`config.mk`:
```
export PLATFORM = sky130hd
export DESIGN_NAME = fixed_multiplier_seq
export DESIGN_NICKNAME = d
export VERILOG_FILES = /design/src/rtl/fixed_multiplier_seq.sv
export SDC_FILE = /design/constraint.sdc
export NUM_CORES = 1
export LEC_CHECK = 0
export CAP_MARGIN = 25
export CORE_UTILIZATION = 30
export CTS_BUF_LIST = sky130_fd_sc_hd__clkbuf_8
export CTS_CLUSTER_DIAMETER = 120
export CTS_CLUSTER_SIZE = 40
export DETAILED_ROUTE_END_ITERATION = 6
export PLACE_DENSITY = 0.48
export SLEW_MARGIN = 20
export SYNTH_ARGS = -nofsm -noshare
export SYNTH_HDL_FRONTEND = slang
export SYNTH_SLANG_ARGS = --single-unit
```
`constraint.sdc`:
```
create_clock -name clk -period 3.5 [get_ports clk]
set_input_delay 0.525 -clock clk [delete_from_list [all_inputs] [get_ports clk]]
set_output_delay 0.525 -clock clk [all_outputs]
set_load 0.02 [all_outputs]
```
`src/rtl/fixed_multiplier_seq.sv`:
```
// Sequential signed fixed-point multiplier: radix-2 shift-add over operand magnitudes,
// one partial product per clock, truncated toward zero and saturated with an overflow flag.
module fixed_multiplier_seq #(
   parameter int WIDTH     = 32,
   parameter int FRAC_BITS = 14
) (
   input  logic             clk,
   input  logic             rst_n,
   input  logic             start,
   input  logic [WIDTH-1:0] a,
   input  logic [WIDTH-1:0] b,
   output logic             busy,
   output logic             done,
   output logic [WIDTH-1:0] product,
   output logic             overflow
);
   localparam int CW = $clog2(WIDTH) + 1;
   localparam logic [CW-1:0]      LAST_BIT = CW'(WIDTH - 1);
   localparam logic [CW-1:0]      COUNT_ONE = CW'(1);
   localparam logic [WIDTH-1:0]   ONE_W    = WIDTH'(1);
   localparam logic [2*WIDTH-1:0] POS_MAX  = {{(WIDTH+1){1'b0}}, {(WIDTH-1){1'b1}}};
   localparam logic [2*WIDTH-1:0] NEG_MAX  = {{WIDTH{1'b0}}, 1'b1, {(WIDTH-1){1'b0}}};

   typedef enum logic [1:0] {IDLE, CALC, FINISH} state_t;

   state_t             state;
   logic               sign;
   logic [2*WIDTH-1:0] mcand;
   logic [WIDTH-1:0]   mplier;
   logic [2*WIDTH-1:0] acc;
   logic [CW-1:0]      count;

   logic [WIDTH-1:0]   abs_a;
   logic [WIDTH-1:0]   abs_b;
   logic [2*WIDTH-1:0] mag;
   logic [WIDTH-1:0]   sat_product;
   logic               sat_overflow;

   // Magnitudes stay unsigned, so the most negative operand maps cleanly to 2^(WIDTH-1).
   assign abs_a = a[WIDTH-1] ? (~a + ONE_W) : a;
   assign abs_b = b[WIDTH-1] ? (~b + ONE_W) : b;
   assign mag   = acc >> FRAC_BITS;

   always_comb begin
      sat_product  = '0;
      sat_overflow = 1'b0;
      if (!sign) begin
         if (mag > POS_MAX) begin
            sat_product  = {1'b0, {(WIDTH-1){1'b1}}};
            sat_overflow = 1'b1;
         end else begin
            sat_product = mag[WIDTH-1:0];
         end
      end else begin
         // Negation of a zero magnitude yields zero, so no negative zero can appear.
         if (mag > NEG_MAX) begin
            sat_product  = {1'b1, {(WIDTH-1){1'b0}}};
            sat_overflow = 1'b1;
         end else begin
            sat_product = ~mag[WIDTH-1:0] + ONE_W;
         end
      end
   end

   always_ff @(posedge clk or negedge rst_n) begin
      if (!rst_n) begin
         state    <= IDLE;
         sign     <= 1'b0;
         mcand    <= '0;
         mplier   <= '0;
         acc      <= '0;
         count    <= '0;
         busy     <= 1'b0;
         done     <= 1'b0;
         product  <= '0;
         overflow <= 1'b0;
      end else begin
         done <= 1'b0;
         unique case (state)
            IDLE: begin
               if (start) begin
                  sign   <= a[WIDTH-1] ^ b[WIDTH-1];
                  mcand  <= {{WIDTH{1'b0}}, abs_a};
                  mplier <= abs_b;
                  acc    <= '0;
                  count  <= '0;
                  busy   <= 1'b1;
                  state  <= CALC;
               end
            end
            CALC: begin
               // The multiplicand shifts left as the multiplier shifts right, so bit 0 is always the current bit.
               if (mplier[0]) begin
                  acc <= acc + mcand;
               end
               mcand  <= mcand << 1;
               mplier <= mplier >> 1;
               count  <= count + COUNT_ONE;
               if (count == LAST_BIT) begin
                  state <= FINISH;
               end
            end
            FINISH: begin
               product  <= sat_product;
               overflow <= sat_overflow;
               done     <= 1'b1;
               busy     <= 1'b0;
               state    <= IDLE;
            end
            default: state <= IDLE;
         endcase
      end
   end
endmodule

```
# Yosys cells after proc, flatten, opt, wreduce, memory -nomap -nowiden
# Index checks and enable logic that the tools add are counted.
[classes]
muxes = 23
n_lt_le_gt_ge = 2
bitwise = 4
add_sub_neg = 5
n_reduce_logical = 8
eq_ne = 6
[ops]
columns = ["operator", "n"]
rows = [
  ["$pmux W64 S2", 2],
  ["$mux W32", 6],
  ["$mux W64", 3],
  ["$add A32 B1 Y32 const B", 3],
  ["$not A32 Y32", 3],
  ["$add A64 B64 Y64", 1],
  ["$pmux W32 S2", 1],
  ["$gt A50 B31 Y1 const B", 1],
  ["$gt A50 B32 Y1 const B", 1],
  ["$pmux W6 S2", 1],
  ["$reduce_and A2 Y1", 4],
  ["$add A6 B1 Y6 const B", 1],
  ["$eq A6 B5 Y1 const B", 1],
  ["$mux W6", 1],
  ["$ne A2 B2 Y1 const B", 3],
  ["$mux W1", 5],
  ["$mux W2", 2],
  ["$pmux W2 S2", 1],
  ["$reduce_bool A2 Y1", 2],
  ["$reduce_and A3 Y1", 1],
  ["$eq A2 B1 Y1 const B", 1],
  ["$eq A2 B2 Y1 const B", 1],
  ["$logic_not A2 Y1", 1],
  ["$pmux W1 S2", 1],
  ["$xor A1 B1 Y1", 1],
]
[word_totals]
wordCells = 58
output_inout_bits = 35
input_bits = 67
reg_bits = 204

# Logic depth before layout (Yosys ltp)
# Gate-level depths: netlist (run 1).
[depth]
ltp_word = 5
mapped_depth = 13
mapped_depth_nobuf = 13

# Worst setup path before layout (run 1)
# Ideal clock, no wire load.
[synth_timing]
path_type = "register to register"
start = "register acc[14]"
end = "register product[16]"
setup_time_ps = 77
stages_incl_launch_ff = 14
t_required_ps = 3423
path_buffers = 1
arrival_time_ps = 3380
period_less_slack_ps = 3458
path_slack_ps = 42
path_cell_list = "dfrtp_1 > inv_1 > ha_1 > or3b_2 > nor4_2 > and4_1 > or4b_4 > o41ai_2 > and2_1 > buf_4 > nand2_1 > o311ai_1 > o21ai_0 > a21oi_1"
[synth_between]
elab_chain_cells = 4
elab_cells_between_ends = 7
classes_between = "add/sub (1); order compare (2); mux (3); bitwise (1)"
[synth_lines]
columns = ["element", "line", "source"]
rows = [
  ["from (decl)", "30", "logic [2*WIDTH-1:0] acc;"],
  ["from (signal assigned)", "94", "acc <= acc + mcand;"],
  ["$not A32 Y32", "60", "sat_product = ~mag[WIDTH-1:0] + ONE_W;"],
  ["$add A32 B1 Y32", "60", ""],
  ["$mux W32", "56", "if (mag > NEG_MAX) begin"],
  ["$mux W32 (*)", "47", "if (!sign) begin"],
  ["to (signal assigned)", "104", "product <= sat_product;"],
  ["to (decl)", "14", "output logic [WIDTH-1:0] product,"],
]
# Mark *: on every way between the ends. The rest lies on a longest branch, timed or not.
# A chain may end at the register's enable or synchronous reset.

# Worst setup path after layout (run 1)
[layout_timing]
start = "register acc[20]"
end = "register product[31]"
# Same word-level chain as after synthesis.

==> results by group, run 1 <==
Outcome
  • Status: complete, no violations

Critical path
  • Crit start category: flip-flop
  • Max FO, Critical Path: 6
  • Crit Path Class: reg -> reg
  • CP Data Arrival Time: 3.93 ns
  • CP required: roughly 4 ns
  • Crit. End Element: flip-flop

Logic synthesis
  • Syn Area/Cell: approximately 8.3 um^2
  • Post-synthesis register bit count: around 200
  • Fraction of synthesis flops using an asynchronous set or reset pin: 100.0%
  • Post-synthesis sequential area ratio: a little under two fifths
  • Synth unique cells: 67
  • EDFF count, synth: 0
  • Top cells by count, synth: 253 x nand2_1, 209 x o21ai_0, 204 x dfrtp_1, 114 x a21oi_1
  • Post-synth top area cell: dfrtp_1
  • Post-synth top area share: 37.96%
  • Synth warnings: 0
  • Ys flop type: dfrtp_1
  • Syn Nets: ~1,800
  • Synth Instances: about 1,600
  • Most instantiated library cell after synthesis: nand2_1
  • Largest cells by area after synthesis: dfrtp_1 38%, o21ai_0 7.8%, nand2_1 7.1%
  • Netlist Area Pre-Place: 13,450 um^2

Die
  • Chip height: 213.7 um
  • Die W: 213.7 um
  • Core Box Area: between 40,000 and 50,000 um^2
  • I/O Pins: 102
  • Die ar.: between 40,000 and 50,000 um^2
  • Placement Rows: 77
  • Initial Utilization: between 30% and 40%

GRT
  • First-pass GRT wire length: ~65,000 um
  • Total gr overflow: 0
  • Overall Global Routing Usage: 17.51%
  • Initial antenna violation count: 0
  • Pin count of the biggest net entering global routing: 83
  • Vias in the first global route: 12,060

STA
  • Hold Slack: ~0.50 ns
  • Final min period: 3.417 ns
  • Final setup viols: 0
  • Tightest Pin Transition: ~0.95 ns
  • Hold Vio Cnt, Final: 0
  • Final Cycle Share: a little over nine tenths
  • RSZ-0062 raised after global routing: true
  • Fmax: 292.7 MHz
  • Slew margin rel.: 36.72%
  • Count of pins over their slew limit: 0
  • Clock Skews: between 0.05 and 0.06 ns

Placed design
  • Input/output buffers: between 100 and 150
  • GP Congestion: between 0.9 and 1
  • Detailed placement HPWL: about 30,000 um

Worst hold path
  • Min-delay worst type: reg -> reg

Layout
  • Final nets: 1,942
  • # diodes: 0
  • Area Growth Syn to Fin: 23.83%
  • Share of layout cells above drive strength 1: 13.03%

Clock tree
  • CTS Buf Count: 10
  • CTS root buf: clkbuf_8
  • CTS tree: built
  • H-tree Lvls: 1
  • Worst-Skew Late Latency: approximately 0.57 ns
  • Clk slew on worst S/H paths: roughly 0.20 ns
  • Max clock buf depth: 3
  • # clock sinks: 204

Pwr
  • Leakage: roughly 7.1 nW
  • Design Power: between 0.01 and 0.015 W
  • Power density cells: 743.2 nW/um^2
  • Max VDD drop: around 0.00028 V

Routing
  • Routed vias/inst: around 5.2
  • Routed len/inst: 16.57 um
  • DRT Wirelength: 39,820 um
  • DRC viols: 0
  • 1st-pass router iterations: 5
  • DR vias: ~13,000
  • 1st-iter DRT viols: 700
  • Antenna Nets Post-Route: 0

Job
  • Max-cap violations: 0
## repair_timing
action	CTS	global route
cloned	0	1
resized for setup	5	36
endpoints found under the setup margin	9	49
hold buffers	1	0
buffers inserted	0	6
pin swaps	0	10
hold endpoints to repair	34	0
## flip-flops by register name, indices dropped and copies added (netlist names)
name / flops
sign: 1
product: 32
overflow: 1
busy: 1
state: 2
acc: 64
done: 1
count: 6
mplier: 32
mcand: 64
## kinds of logic after synthesis
kind of cell	after synthesis	synth area share [%]
AOI/OAI and AO/OA	533	24.18
and+or+nand+nor	570	20.15
adders and majority gates	68	6.382
buffers and inverters	118	3.349
xor gates and xnor gates	118	7.684
muxes	4	0.2977
DFF	204	37.96
## cell type report
| cell class | instances | area [um^2] |
|---|---|---|
| fill | 4523 | 27570 |
| multi-input combinational | 1293 | 8104 |
| sequential | 204 | 5106 |
| timing repair buffer | 273 | 2409 |
| tap | 592 | 740.7 |
| clock buffer | 11 | 151.4 |
| inverter | 25 | 93.84 |
| clock inverter | 5 | 50.05 |
## placed cells by master (no fill, tap or decap), types with 25 or more instances in the layout
cell,instances
a21oi_1,111
a22oi_1,57
buf_4,163
clkdlybuf4s50_1,100
dfrtp_1,203
ha_1,66
inv_1,25
nand2_1,252
nand3_1,56
nor2_1,80
nor3_1,26
o21ai_0,204
xnor2_1,33
xor2_1,85
## critical path, cell delays in order, from the launching register on
cell and delay, ns:
dfrtp_1 0.49, or2_2 0.36, or4b_4 0.53, or3b_4 0.42, or3_4 0.34, or3_4 0.34
or4_4 0.46, nor3_4 0.13, xnor2_1 0.13, o21ai_1 0.07, o21ai_1 0.13
## per-layer routing
| layer | share of wire (%) | global-route usage (%) | vias up | wire length [um] |
|---|---|---|---|---|
| li1 | - | - | 6256 | - |
| met1 | 50 | 25.15 | 6014 | 19750 |
| met2 | 46 | 28.90 | 235 | 18330 |
| met3 | 3.3 | 1.494 | 22 | 1319 |
| met4 | 1.1 | 2.956 | 0 | 422 |
| met5 | 0 | 0 | - | 0 |
## power by group
group | total (W) | switching, W | internal (W)
clock | 0.00113 | 0.000812 | 0.000318
combinational | 0.00753 | 0.00428 | 0.00325
sequential | 0.00372 | 0.000620 | 0.00310
total | 0.0124 | 0.00571 | 0.00666
## stage by stage
stage	util (%)	TNS (ns)	cells	worst slack (ns)	cell area, um^2
3_3_place_gp	36.58	-0.1494	2379	-0.04697	16180
2_1_floorplan	-	0	1615	0.04246	13450
6_report	37.66	0	2403	0.08307	16650
3_5_place_dp	36.58	-0.2637	2379	-0.06012	16180
4_1_cts	37.12	0	2396	0.002899	16420
5_1_grt	37.66	-0.1147	2403	-0.06131	16650
## path summary, 6_finish.rpt
kind	start	end	slack, ns	cells past startpoint
worst min-delay path	mplier[1]$_DFFE_PN0P_	mplier[0]$_DFFE_PN0P_	0.50	2
max in group asynchronous	rst_n	acc[57]$_DFFE_PN0P_	2.13	3
worst max-delay path	acc[20]$_DFFE_PN0P_	product[31]$_DFFE_PN0P_	0.08	10
min in group asynchronous	rst_n	acc[24]$_DFFE_PN0P_	0.55	2
worst max register to register	acc[20]$_DFFE_PN0P_	product[31]$_DFFE_PN0P_	0.08	10
worst min register to register	mplier[1]$_DFFE_PN0P_	mplier[0]$_DFFE_PN0P_	0.50	2
(Power assumes the default switching activity.)
==> run 2, diff against run 1 <==
CORE_MARGIN = 2   (was default)
==> results by group, run 2 (same netlist as run 1, synthesis figures left out) <==
Outcome
  • Status: complete, no violations

Critical path
  • Max FO, Critical Path: 3
  • Worst path cell trace: buf_6, nor4_4, or4b_4, or3b_4, or3_4, or3_4, or4_4, nor3_4, xnor2_1, o21ai_1, o21ai_1
  • CP max-delay cell: or4b_4
  • CP peak stage delay: between 0.5 and 0.6 ns
  • CP required: ~4.0 ns
  • Crit. End Element: flip-flop
  • Crit start category: flip-flop
  • Crit Path Class: reg -> reg
  • Buffers and inverters on the worst path: 1
  • CP Data Arrival Time: roughly 3.9 ns
  • Critical path's top delay family: simple AND/OR/NAND/NOR gates

Die
  • Initial Utilization: 30.41%
  • Chip height: 215.7 um
  • Placement Rows: slightly below 80
  • Die ar.: roughly 47,000 um^2
  • Core Box Area: 44,220 um^2
  • Die W: between 200 and 250 um
  • I/O Pins: between 100 and 150

Clock tree
  • Clk slew on worst S/H paths: 0.23 ns
  • Post-CTS Hold Fix Bufs: 0
  • # clock sinks: between 200 and 250
  • CTS tree: built
  • Worst-Skew Late Latency: between 0.5 and 0.6 ns
  • CTS Buf Count: 10
  • CTS root buf: clkbuf_8
  • Max clock buf depth: 3
  • H-tree Lvls: 1

STA
  • Fmax: 290.8 MHz
  • Count of pins over their slew limit: 0
  • Final Cycle Share: a little over nine tenths
  • Tightest Pin Transition: just over 0.8 ns
  • Slew margin rel.: between 40 and 50%
  • Hold Vio Cnt, Final: 0
  • Clock Skews: between 0.06 and 0.07 ns
  • RSZ-0062 raised after global routing: true
  • Final min period: 3.439 ns
  • Final setup viols: 0

Layout
  • Fill count: around 4,500
  • Final design utilization: between 30% and 40%
  • Largest regs: acc (64), mcand (64)
  • Most frequent cells in the layout: 250 x nand2_1, 204 x o21ai_0, 204 x dfrtp_1
  • Final nets: between 1,500 and 2,000
  • # diodes: 0
  • Share of layout cells above drive strength 1: between 10% and 20%
  • Final cell count without fillers: around 2,400
  • Area Growth Syn to Fin: 22.48%
  • Commonest non-fill, non-tap cell in the layout: nand2_1

Routing
  • Antenna Nets Post-Route: 0
  • Routed len/inst: roughly 17 um
  • DRT Wirelength: roughly 40,000 um
  • 1st-pass router iterations: 5
  • DRC viols: 0
  • 1st-iter DRT viols: approximately 780
  • DR vias: 12,500
  • Routed vias/inst: about 5.3

GRT
  • Pin count of the biggest net entering global routing: 88
  • First-pass GRT wire length: about 66,000 um
  • Initial antenna violation count: 0
  • Overall Global Routing Usage: between 10% and 20%
  • Total gr overflow: 0
  • Vias in the first global route: ~12,000

Worst hold path
  • Min-delay worst type: in -> async

Pwr
  • Power density cells: between 700 and 800 nW/um^2
  • Max VDD drop: 0.0002837 V
  • Leakage: roughly 7 nW

Placed design
  • Input/output buffers: 101
  • Dpl cells: approximately 2,400
  • Detailed placement HPWL: just over 30,000 um
  • GP Congestion: between 0.8 and 0.9

Job
  • Max-cap violations: 0
[run 2: per-stage QoR]
step / total power [W] / hold WS (ns) / setup slack (ns) / setup TNS [ns] / area (um^2)
2_1_floorplan: 0.008161 / 0.2294 / 0.04246 / 0 / 13450
3_3_place_gp: 0.01082 / 0.4670 / -0.07293 / -0.2344 / 16010
3_5_place_dp: 0.01086 / 0.4747 / -0.06347 / -0.1921 / 16010
4_1_cts: 0.01210 / 0.01217 / 0.007871 / 0 / 16270
5_1_grt: 0.01330 / 0.04200 / -0.08376 / -0.2026 / 16470
6_report: 0.01215 / 0.01575 / 0.06117 / 0 / 16470
[run 2: power by group]
| part | total (W) | switching [W] | internal [W] |
|---|---|---|---|
| combinational | 0.00722 | 0.00413 | 0.00309 |
| clock | 0.00116 | 0.000836 | 0.000327 |
| sequential | 0.00377 | 0.000678 | 0.00309 |
[run 2: worst paths after layout]
check                      depth (start not counted)  slack [ns]                 start                 endpoint
hold reg to reg                                    1        0.50  count[5]$_DFFE_PN0P_     state[1]$_DFFE_PN0P_
min in group clk                                   1        0.50  count[5]$_DFFE_PN0P_     state[1]$_DFFE_PN0P_
setup reg to reg                                  11        0.06   acc[14]$_DFFE_PN0P_  product[31]$_DFFE_PN0P_
setup / recovery                                  11        0.06   acc[14]$_DFFE_PN0P_  product[31]$_DFFE_PN0P_
max in group asynchronous                          2        2.65                 rst_n     count[0]$_DFFE_PN0P_
hold / removal                                     1        0.02                 rst_n    mcand[28]$_DFFE_PN0P_
[run 2: cell type report]
class	count	area [um^2]	share of cell area (%)
flip-flops and latches	204	5105	30.99
clock buffers	11	151.4	0.9191
multi-input cells	1293	8109	49.23
repair buffers	249	2212	13.43
well taps	592	740.7	4.497
inverters	25	93.84	0.5697
clock inverters	5	60.06	0.3646
[run 2: timing repair]
| action | 4_1_cts | 5_1_grt |
|---|---|---|
| gates resized for setup | 9 | 38 |
| buffers inserted | 2 | 5 |
| endpoints found under the setup margin | 16 | 47 |
| pin swaps | 2 | 12 |
[run 2: worst register-to-register path, cell delays in order (launching register included)]
cell and delay (ns):
dfrtp_1 0.44, buf_6 0.13, nor4_4 0.27, or4b_4 0.53, or3b_4 0.42, or3_4 0.34, or3_4 0.34, or4_4 0.46
nor3_4 0.13, xnor2_1 0.13, o21ai_1 0.07, o21ai_1 0.13
[run 2: routing by layer]
layer	up-vias	share of wire [%]	track usage, %
met4	0	1.4	2.736
met2	224	46	28.06
met5	-	0	0
met3	30	3.5	1.452
li1	6229	-	-
met1	6020	49	24.61
